===== config.mk =====
export PLATFORM = sky130hd
export DESIGN_NAME = cache_bus_arbiter_flat
export DESIGN_NICKNAME = d
export VERILOG_FILES = /design/src/rtl/cache_bus_arbiter_if.sv /design/src/rtl/cache_bus_arbiter.sv /design/src/flat_wrapper.sv
export SDC_FILE = /design/constraint.sdc
export NUM_CORES = 1
export LEC_CHECK = 0
export CAP_MARGIN = 20
export CORE_AREA = 10 10 276 278
export CTS_CLUSTER_SIZE = 40
export DETAILED_ROUTE_END_ITERATION = 8
export DIE_AREA = 0 0 286 288
export MAX_ROUTING_LAYER = met4
export PLACE_DENSITY_LB_ADDON = 0.1
export SETUP_SLACK_MARGIN = 0.4
export SLEW_MARGIN = 10
export SYNTH_ARGS = -nofsm -noshare
export SYNTH_HDL_FRONTEND = slang
export SYNTH_SLANG_ARGS = --single-unit

===== constraint.sdc =====
create_clock -name clock -period 1.4 [get_ports clock]
set_input_delay 0.21 -clock clock [delete_from_list [all_inputs] [get_ports clock]]
set_output_delay 0.21 -clock clock [all_outputs]
set_load 0.03 [all_outputs]

===== src/rtl/cache_bus_arbiter_if.sv =====
// Signal bundle between NUM_PORTS upstream cache ports (s_*) and the single
// downstream bridge data port (m_*). The arbiter takes the master view.
interface cache_bus_arbiter_if #(
    parameter int NUM_PORTS  = 2,
    parameter int LINE_WORDS = 4
);
    logic [NUM_PORTS-1:0]               s_rd_req;
    logic [3*NUM_PORTS-1:0]             s_rd_type;
    logic [32*NUM_PORTS-1:0]            s_rd_addr;
    logic [NUM_PORTS-1:0]               s_rd_rdy;
    logic [NUM_PORTS-1:0]               s_ret_valid;
    logic [NUM_PORTS-1:0]               s_ret_last;
    logic [32*NUM_PORTS-1:0]            s_ret_data;

    logic [NUM_PORTS-1:0]               s_wr_req;
    logic [3*NUM_PORTS-1:0]             s_wr_type;
    logic [32*NUM_PORTS-1:0]            s_wr_addr;
    logic [4*NUM_PORTS-1:0]             s_wr_wstrb;
    logic [32*LINE_WORDS*NUM_PORTS-1:0] s_wr_data;
    logic [NUM_PORTS-1:0]               s_wr_rdy;

    logic                               m_rd_req;
    logic [2:0]                         m_rd_type;
    logic [31:0]                        m_rd_addr;
    logic                               m_rd_rdy;
    logic                               m_ret_valid;
    logic                               m_ret_last;
    logic [31:0]                        m_ret_data;

    logic                               m_wr_req;
    logic [2:0]                         m_wr_type;
    logic [31:0]                        m_wr_addr;
    logic [3:0]                         m_wr_wstrb;
    logic [32*LINE_WORDS-1:0]           m_wr_data;
    logic                               m_wr_rdy;

    logic                               err_stray_ret;

    modport master (
        input  s_rd_req, s_rd_type, s_rd_addr,
        output s_rd_rdy, s_ret_valid, s_ret_last, s_ret_data,
        input  s_wr_req, s_wr_type, s_wr_addr, s_wr_wstrb, s_wr_data,
        output s_wr_rdy,
        output m_rd_req, m_rd_type, m_rd_addr,
        input  m_rd_rdy, m_ret_valid, m_ret_last, m_ret_data,
        output m_wr_req, m_wr_type, m_wr_addr, m_wr_wstrb, m_wr_data,
        input  m_wr_rdy,
        output err_stray_ret
    );

    modport slave (
        output s_rd_req, s_rd_type, s_rd_addr,
        input  s_rd_rdy, s_ret_valid, s_ret_last, s_ret_data,
        output s_wr_req, s_wr_type, s_wr_addr, s_wr_wstrb, s_wr_data,
        input  s_wr_rdy,
        input  m_rd_req, m_rd_type, m_rd_addr,
        output m_rd_rdy, m_ret_valid, m_ret_last, m_ret_data,
        input  m_wr_req, m_wr_type, m_wr_addr, m_wr_wstrb, m_wr_data,
        output m_wr_rdy,
        input  err_stray_ret
    );
endinterface


===== src/rtl/cache_bus_arbiter.sv =====
// Round-robin N-port arbiter merging cache read/write requests onto one bridge
// port. Reads own the return channel until the last beat; writes arbitrate independently.
module cache_bus_arbiter #(
    parameter int NUM_PORTS  = 2,
    parameter int LINE_WORDS = 4
) (
    input  logic                clock,
    input  logic                reset,
    cache_bus_arbiter_if.master bus
);
    localparam int PTR_W  = $clog2(NUM_PORTS);
    localparam int LINE_W = 32 * LINE_WORDS;

    localparam logic [1:0] RD_IDLE = 2'd0;
    localparam logic [1:0] RD_REQ  = 2'd1;
    localparam logic [1:0] RD_RET  = 2'd2;
    localparam logic [0:0] WR_IDLE = 1'b0;
    localparam logic [0:0] WR_REQ  = 1'b1;

    localparam logic [PTR_W-1:0] LAST_PORT = PTR_W'(NUM_PORTS - 1);

    logic [1:0]       rd_st_q, rd_st_d;
    logic [PTR_W-1:0] rd_gnt_q, rd_gnt_d;
    logic [PTR_W-1:0] rd_ptr_q, rd_ptr_d;
    logic [0:0]       wr_st_q, wr_st_d;
    logic [PTR_W-1:0] wr_gnt_q, wr_gnt_d;
    logic [PTR_W-1:0] wr_ptr_q, wr_ptr_d;
    logic             err_q, err_d;
    int               rd_sel, wr_sel;

    // First requester at or after ptr, scanning cyclically.
    function automatic logic [PTR_W-1:0] rr_pick(input logic [NUM_PORTS-1:0] req,
                                                 input logic [PTR_W-1:0]     ptr);
        logic [PTR_W-1:0] pick;
        int               idx;
        pick = ptr;
        for (int k = NUM_PORTS - 1; k >= 0; k--) begin
            idx = (int'(ptr) + k) % NUM_PORTS;
            if (req[idx]) pick = PTR_W'(idx);
        end
        return pick;
    endfunction

    function automatic logic [PTR_W-1:0] ptr_inc(input logic [PTR_W-1:0] p);
        return (p == LAST_PORT) ? '0 : p + PTR_W'(1);
    endfunction

    assign rd_sel = int'(rd_gnt_q);
    assign wr_sel = int'(wr_gnt_q);

    assign bus.err_stray_ret = err_q;

    always_comb begin
        // NOTE: every signal written here gets a default first so no path leaves it unassigned (no latch).
        rd_st_d         = rd_st_q;
        rd_gnt_d        = rd_gnt_q;
        rd_ptr_d        = rd_ptr_q;
        err_d           = err_q;
        bus.s_rd_rdy    = '0;
        bus.s_ret_valid = '0;
        bus.s_ret_last  = '0;
        bus.s_ret_data  = '0;
        bus.m_rd_req    = 1'b0;
        bus.m_rd_type   = '0;
        bus.m_rd_addr   = '0;

        case (rd_st_q)
            RD_IDLE: begin
                if (|bus.s_rd_req) begin
                    rd_gnt_d = rr_pick(bus.s_rd_req, rd_ptr_q);
                    rd_st_d  = RD_REQ;
                end
            end
            RD_REQ: begin
                bus.m_rd_req         = bus.s_rd_req[rd_sel];
                bus.m_rd_type        = bus.s_rd_type[3*rd_sel +: 3];
                bus.m_rd_addr        = bus.s_rd_addr[32*rd_sel +: 32];
                bus.s_rd_rdy[rd_sel] = bus.m_rd_rdy;
                if (bus.s_rd_req[rd_sel] && bus.m_rd_rdy) begin
                    rd_st_d = RD_RET;
                end else if (!bus.s_rd_req[rd_sel]) begin
                    rd_st_d = RD_IDLE;
                end
            end
            RD_RET: begin
                // Burst length is not tracked; the bridge's last flag ends ownership.
                bus.s_ret_valid[rd_sel]         = bus.m_ret_valid;
                bus.s_ret_last[rd_sel]          = bus.m_ret_last;
                bus.s_ret_data[32*rd_sel +: 32] = bus.m_ret_data;
                if (bus.m_ret_valid && bus.m_ret_last) begin
                    rd_st_d  = RD_IDLE;
                    rd_ptr_d = ptr_inc(rd_gnt_q);
                end
            end
            default: rd_st_d = RD_IDLE;
        endcase

        if (bus.m_ret_valid && (rd_st_q != RD_RET)) err_d = 1'b1;
    end

    always_comb begin
        wr_st_d        = wr_st_q;
        wr_gnt_d       = wr_gnt_q;
        wr_ptr_d       = wr_ptr_q;
        bus.s_wr_rdy   = '0;
        bus.m_wr_req   = 1'b0;
        bus.m_wr_type  = '0;
        bus.m_wr_addr  = '0;
        bus.m_wr_wstrb = '0;
        bus.m_wr_data  = '0;

        case (wr_st_q)
            WR_IDLE: begin
                if (|bus.s_wr_req) begin
                    wr_gnt_d = rr_pick(bus.s_wr_req, wr_ptr_q);
                    wr_st_d  = WR_REQ;
                end
            end
            WR_REQ: begin
                bus.m_wr_req         = bus.s_wr_req[wr_sel];
                bus.m_wr_type        = bus.s_wr_type[3*wr_sel +: 3];
                bus.m_wr_addr        = bus.s_wr_addr[32*wr_sel +: 32];
                bus.m_wr_wstrb       = bus.s_wr_wstrb[4*wr_sel +: 4];
                bus.m_wr_data        = bus.s_wr_data[LINE_W*wr_sel +: LINE_W];
                bus.s_wr_rdy[wr_sel] = bus.m_wr_rdy;
                if (bus.s_wr_req[wr_sel] && bus.m_wr_rdy) begin
                    wr_st_d  = WR_IDLE;
                    wr_ptr_d = ptr_inc(wr_gnt_q);
                end else if (!bus.s_wr_req[wr_sel]) begin
                    wr_st_d = WR_IDLE;
                end
            end
            default: wr_st_d = WR_IDLE;
        endcase
    end

    // NOTE: state flops use non-blocking assignments only; reset is synchronous, sampled on the clock edge.
    always_ff @(posedge clock) begin
        if (reset) begin
            rd_st_q  <= RD_IDLE;
            rd_gnt_q <= '0;
            rd_ptr_q <= '0;
            wr_st_q  <= WR_IDLE;
            wr_gnt_q <= '0;
            wr_ptr_q <= '0;
            err_q    <= 1'b0;
        end else begin
            rd_st_q  <= rd_st_d;
            rd_gnt_q <= rd_gnt_d;
            rd_ptr_q <= rd_ptr_d;
            wr_st_q  <= wr_st_d;
            wr_gnt_q <= wr_gnt_d;
            wr_ptr_q <= wr_ptr_d;
            err_q    <= err_d;
        end
    end
endmodule


===== src/flat_wrapper.sv =====
// flat-port wrapper written by rule: the top's interface ports become plain ports
module cache_bus_arbiter_flat 
#(
    parameter int NUM_PORTS  = 2,
    parameter int LINE_WORDS = 4
)
  (clock, reset, bus_s_rd_req, bus_s_rd_type, bus_s_rd_addr, bus_s_rd_rdy, bus_s_ret_valid, bus_s_ret_last, bus_s_ret_data, bus_s_wr_req, bus_s_wr_type, bus_s_wr_addr, bus_s_wr_wstrb, bus_s_wr_data, bus_s_wr_rdy, bus_m_rd_req, bus_m_rd_type, bus_m_rd_addr, bus_m_rd_rdy, bus_m_ret_valid, bus_m_ret_last, bus_m_ret_data, bus_m_wr_req, bus_m_wr_type, bus_m_wr_addr, bus_m_wr_wstrb, bus_m_wr_data, bus_m_wr_rdy, bus_err_stray_ret);
  cache_bus_arbiter_if #(.NUM_PORTS(NUM_PORTS), .LINE_WORDS(LINE_WORDS)) bus_i ();
  input  logic clock;
  input  logic reset;
  input wire logic [$bits(bus_i.s_rd_req)-1:0] bus_s_rd_req;
  input wire logic [$bits(bus_i.s_rd_type)-1:0] bus_s_rd_type;
  input wire logic [$bits(bus_i.s_rd_addr)-1:0] bus_s_rd_addr;
  output wire logic [$bits(bus_i.s_rd_rdy)-1:0] bus_s_rd_rdy;
  output wire logic [$bits(bus_i.s_ret_valid)-1:0] bus_s_ret_valid;
  output wire logic [$bits(bus_i.s_ret_last)-1:0] bus_s_ret_last;
  output wire logic [$bits(bus_i.s_ret_data)-1:0] bus_s_ret_data;
  input wire logic [$bits(bus_i.s_wr_req)-1:0] bus_s_wr_req;
  input wire logic [$bits(bus_i.s_wr_type)-1:0] bus_s_wr_type;
  input wire logic [$bits(bus_i.s_wr_addr)-1:0] bus_s_wr_addr;
  input wire logic [$bits(bus_i.s_wr_wstrb)-1:0] bus_s_wr_wstrb;
  input wire logic [$bits(bus_i.s_wr_data)-1:0] bus_s_wr_data;
  output wire logic [$bits(bus_i.s_wr_rdy)-1:0] bus_s_wr_rdy;
  output wire logic [$bits(bus_i.m_rd_req)-1:0] bus_m_rd_req;
  output wire logic [$bits(bus_i.m_rd_type)-1:0] bus_m_rd_type;
  output wire logic [$bits(bus_i.m_rd_addr)-1:0] bus_m_rd_addr;
  input wire logic [$bits(bus_i.m_rd_rdy)-1:0] bus_m_rd_rdy;
  input wire logic [$bits(bus_i.m_ret_valid)-1:0] bus_m_ret_valid;
  input wire logic [$bits(bus_i.m_ret_last)-1:0] bus_m_ret_last;
  input wire logic [$bits(bus_i.m_ret_data)-1:0] bus_m_ret_data;
  output wire logic [$bits(bus_i.m_wr_req)-1:0] bus_m_wr_req;
  output wire logic [$bits(bus_i.m_wr_type)-1:0] bus_m_wr_type;
  output wire logic [$bits(bus_i.m_wr_addr)-1:0] bus_m_wr_addr;
  output wire logic [$bits(bus_i.m_wr_wstrb)-1:0] bus_m_wr_wstrb;
  output wire logic [$bits(bus_i.m_wr_data)-1:0] bus_m_wr_data;
  input wire logic [$bits(bus_i.m_wr_rdy)-1:0] bus_m_wr_rdy;
  output wire logic [$bits(bus_i.err_stray_ret)-1:0] bus_err_stray_ret;
  assign bus_i.s_rd_req = bus_s_rd_req;
  assign bus_i.s_rd_type = bus_s_rd_type;
  assign bus_i.s_rd_addr = bus_s_rd_addr;
  assign bus_s_rd_rdy = bus_i.s_rd_rdy;
  assign bus_s_ret_valid = bus_i.s_ret_valid;
  assign bus_s_ret_last = bus_i.s_ret_last;
  assign bus_s_ret_data = bus_i.s_ret_data;
  assign bus_i.s_wr_req = bus_s_wr_req;
  assign bus_i.s_wr_type = bus_s_wr_type;
  assign bus_i.s_wr_addr = bus_s_wr_addr;
  assign bus_i.s_wr_wstrb = bus_s_wr_wstrb;
  assign bus_i.s_wr_data = bus_s_wr_data;
  assign bus_s_wr_rdy = bus_i.s_wr_rdy;
  assign bus_m_rd_req = bus_i.m_rd_req;
  assign bus_m_rd_type = bus_i.m_rd_type;
  assign bus_m_rd_addr = bus_i.m_rd_addr;
  assign bus_i.m_rd_rdy = bus_m_rd_rdy;
  assign bus_i.m_ret_valid = bus_m_ret_valid;
  assign bus_i.m_ret_last = bus_m_ret_last;
  assign bus_i.m_ret_data = bus_m_ret_data;
  assign bus_m_wr_req = bus_i.m_wr_req;
  assign bus_m_wr_type = bus_i.m_wr_type;
  assign bus_m_wr_addr = bus_i.m_wr_addr;
  assign bus_m_wr_wstrb = bus_i.m_wr_wstrb;
  assign bus_m_wr_data = bus_i.m_wr_data;
  assign bus_i.m_wr_rdy = bus_m_wr_rdy;
  assign bus_err_stray_ret = bus_i.err_stray_ret;
  cache_bus_arbiter #(.NUM_PORTS(NUM_PORTS), .LINE_WORDS(LINE_WORDS)) u_core (.clock(clock), .reset(reset), .bus(bus_i));
endmodule

==> flow_summary_export.csv <==
group,metric,value,unit
timing,period_share,132.4,%
power_and_ir_drop,pwr-share-comb,89.2,%
setup_path,worstPathMaxFanout,7,
timing,rsz0062_at_grt,"yes",
worst_hold_path,min_to,"u_core.rd_gnt_q$_SDFFE_PP0P_",
global_routing,grt-ovfl-total,0,
timing,slew_viol_final,0,
clock_network,clkTransAtPathRegs,0.04,ns
clock_network,h-tree-depth,1,
timing,setup_ws,-0.4530,ns
synthesis,synthArstFlopShare,0,%
synthesis,netlist_area,0.003998,mm^2
synthesis,synthTopCellsByArea,"mux2i_1 51%, nor2_1 20%, and2_1 11%",
power_and_ir_drop,power_density,434.6,mW/mm^2
clock_network,cts_num_sinks,8,
placement,io_buffers,722,
worst_hold_path,hold_depth,2,
outcome,violations,"negative setup slack",
global_routing,top_usage_layer,"met2",
synthesis,ys_warn_count,0,
clock_network,cts_hold_buf,0,
power_and_ir_drop,seq_power_share,3.8,%
timing,max_freq,539.7,MHz
global_routing,use_met3,2.539,%
setup_path,arrival,1.64,ns
timing,worst_pin_slew,0.2713,ns
setup_path,r2r_end,"u_core.wr_st_q$_SDFF_PP0_",
detailed_routing,drc_errors,0,
floorplan,coreArea,0.07087,mm^2
detailed_routing,first_pass_iters,4,
power_and_ir_drop,vdd_ir_drop_max,0.0003896,V
timing,finalSetupViolCount,278,
global_routing,antenna_found_initial,4,
timing,setup_tns,-92.06,ns
layout,layout.nets,1873,
timing,period_minus_slack,1.853,ns
clock_network,cts_buffers,3,
synthesis,synth_top_area_share,51.08,%
setup_path,r2r-start,"u_core.wr_gnt_q$_SDFFE_PP0P_",
placement,gp_congestion,0.7684,
setup_path,required,1.19,ns
detailed_routing,initialDrtViolationCount,108,
timing,hold_viol,0,
floorplan,rows,98,
timing,slew_headroom,81.92,%
synthesis,synthFlopType,"dfxtp_1",
detailed_routing,avgViaCountPerCell,3.103,
floorplan,fp.dieW,286,um
detailed_routing,num_vias,7381,
detailed_routing,ant_nets,0,
power_and_ir_drop,cellInternalPower,4.288,mW
setup_path,cp-start-kind,"flop",
outcome,status,"finished with violations",
setup_path,critical_path_class,"reg -> out",
synthesis,synth_edf_count,0,
floorplan,io_pins,723,
floorplan,fp.dieH,288,um
global_routing,met1_usage,10.51,%
clock_network,cts-root-buf,"clkbuf_16",
synthesis,ys_types,32,
layout,drive_above_1_share,51.47,%
synthesis,synth_cells,576,
global_routing,grt_max_degree,35,
layout,area_growth,319.2,%
floorplan,dieArea,0.08237,mm^2
setup_path,crit_path_end_kind,"output port",
detailed_routing,routed_wl,45.64,mm
detailed_routing,routedWlPerCell,19.19,um
timing,skew,0.007777,ns
power_and_ir_drop,p_sw,2.994,mW
clock_network,cts_tree,"built",
power_and_ir_drop,swShare,41.12,%
clock_network,cts.path.max_buffers,2,
power_and_ir_drop,finalPower,7.282,mW
clock_network,worstSkewPairLatency,0.24,ns
synthesis,yosysMostFrequentCell,"nor2_1",
synthesis,synthTopCellsByCount,"210 x nor2_1, 204 x mux2i_1, 68 x and2_1",
power_and_ir_drop,cellLeakagePower,6.376,nW
flow_run,maxCapViolations,0,
synthesis,syn-num-nets,1022,
worst_hold_path,hold_path.class,"reg -> reg",
global_routing,grt_pass1_wl,60.86,mm
power_and_ir_drop,clkPwrFrac,7.0,%
synthesis,ys_seq_area_share,4.006,%
global_routing,grt_usage,10.40,%
worst_hold_path,holdCritStartpoint,"u_core.rd_ptr_q$_SDFFE_PP0P_",
floorplan,initial_core_util,5.640,%
global_routing,use_met2,20.33,%
setup_path,reg2regPathDepth,9,
synthesis,synth_seq_cells,8,
global_routing,grt_pass1_vias,8064,
synthesis,synth_top_cell_by_area,"mux2i_1",
setup_path,r2r_slack,-0.28,ns
placement,dpl.hpwl,37.48,mm
synthesis,syn_area_per_cell,6.940,um^2
-- cell families (layout without fill, tap and decap cells) --
| family | Yosys count | count (layout) | share of synthesized area, % |
|---|---|---|---|
| AND/OR/NAND/NOR | 295 | 295 | 33.49 |
| multiplexers | 204 | 204 | 51.08 |
| buffers and inverters | 56 | 906 | 9.358 |
| AO/OA/AOI/OAI | 13 | 13 | 2.066 |
| flip-flops | 8 | 8 | 4.006 |
| other | 0 | 3 | 0 |
-- how the worst max path moves through the flow --
stage                                  from            endpoint  slack, ns  cells after the start
2_1_floorplan  u_core.wr_gnt_q$_SDFFE_PP0P_   bus_m_wr_data[43]      -0.05                      5
3_3_place_gp   u_core.wr_gnt_q$_SDFFE_PP0P_    bus_m_wr_addr[6]      -0.49                      4
3_5_place_dp   u_core.wr_gnt_q$_SDFFE_PP0P_  bus_m_wr_data[124]      -0.48                      6
4_1_cts        u_core.wr_gnt_q$_SDFFE_PP0P_   bus_m_wr_addr[27]      -0.50                      6
5_1_grt        u_core.wr_gnt_q$_SDFFE_PP0P_   bus_m_wr_data[33]      -0.53                      7
6_report       u_core.wr_gnt_q$_SDFFE_PP0P_   bus_m_wr_data[33]      -0.45                      7
-- registers in the layout (all words and copies together) (netlist names) --
register	cells
u_core.bus.err_stray_ret	1
u_core.wr_ptr_q	1
u_core.rd_ptr_q	1
u_core.rd_gnt_q	1
u_core.wr_gnt_q	1
u_core.rd_st_q	2
u_core.wr_st_q	1
-- cell type report --
type | count | area, um^2
Fill cell | 7766 | 54120
Sequential cell | 8 | 175.2
Timing Repair Buffer | 898 | 10320
Antenna cell | 3 | 7.507
Multi-Input combinational cell | 512 | 4955
Clock buffer | 4 | 78.83
Tap cell | 950 | 1189
Inverter | 4 | 31.28
-- critical path, cell delays in order, from the launching register on --
cell     delay [ns]
dfxtp_4        0.42
buf_12         0.12
buf_12         0.14
buf_16         0.15
mux2i_4        0.27
buf_6          0.13
nor2_4         0.03
buf_6          0.14
-- stage by stage --
step	area (um^2)	util (%)	setup WS [ns]	std cells	hold WS, ns
after CTS	15700	22.15	-0.4987	2351	0.4849
after global placement	13270	18.72	-0.4867	2263	0.4761
after floorplan	4599	-	-0.04786	576	0.3507
final	16760	23.64	-0.4530	2379	0.4653
after global routing	16760	23.64	-0.5267	2379	0.5232
after detailed placement	13270	18.72	-0.4804	2263	0.4796
-- cell usage in the layout, fill, tap and decap left out, drive strengths merged --
cell type / netlist / final
buf: 36 / 451
clkdlybuf4s50: 0 / 444
nor2: 212 / 212
mux2i: 204 / 204
and2: 68 / 68
dfxtp: 8 / 8
clkbuf: 16 / 5
a21oi: 4 / 4
inv: 4 / 4
diode: 0 / 3
and3: 3 / 3
nand2b: 3 / 3
o21ai: 3 / 3
nand2: 2 / 2
o22a: 2 / 2
nor3: 2 / 2
and2b: 1 / 1
nand3b: 1 / 1
o211ai: 1 / 1
or3: 1 / 1
nor4b: 1 / 1
o31ai: 1 / 1
a31oi: 1 / 1
nand3: 1 / 1
a2bb2oi: 1 / 1
dlymetal6s2s: 0 / 1
clkdlybuf4s15: 0 / 1
-- per-layer routing --
| layer | wire (um) | vias to the layer above |
|---|---|---|
| met2 | 26170 | 327 |
| met1 | 16210 | 3384 |
| met3 | 2933 | 10 |
| li1 | - | 3660 |
| met5 | 0 | - |
| met4 | 331 | 0 |
-- power by group through the flow --
stage | Sequential [mW] | Clock (mW) | Combinational (mW)
global placement | 0.284 | 0 | 5.16
detailed placement | 0.285 | 0 | 5.14
finish | 0.277 | 0.511 | 6.49
CTS | 0.276 | 0.528 | 6.16
floorplan | 0.275 | 0 | 2.35
global route | 0.279 | 0.548 | 6.85
-- timing repair --
action                     CTS  global route
pin swaps                   37            70
setup endpoints to repair  284           285
gates cloned                25             1
gates resized for setup    393           229
setup buffers               59            24
Note: power is estimated with default switching activity, not from simulation.
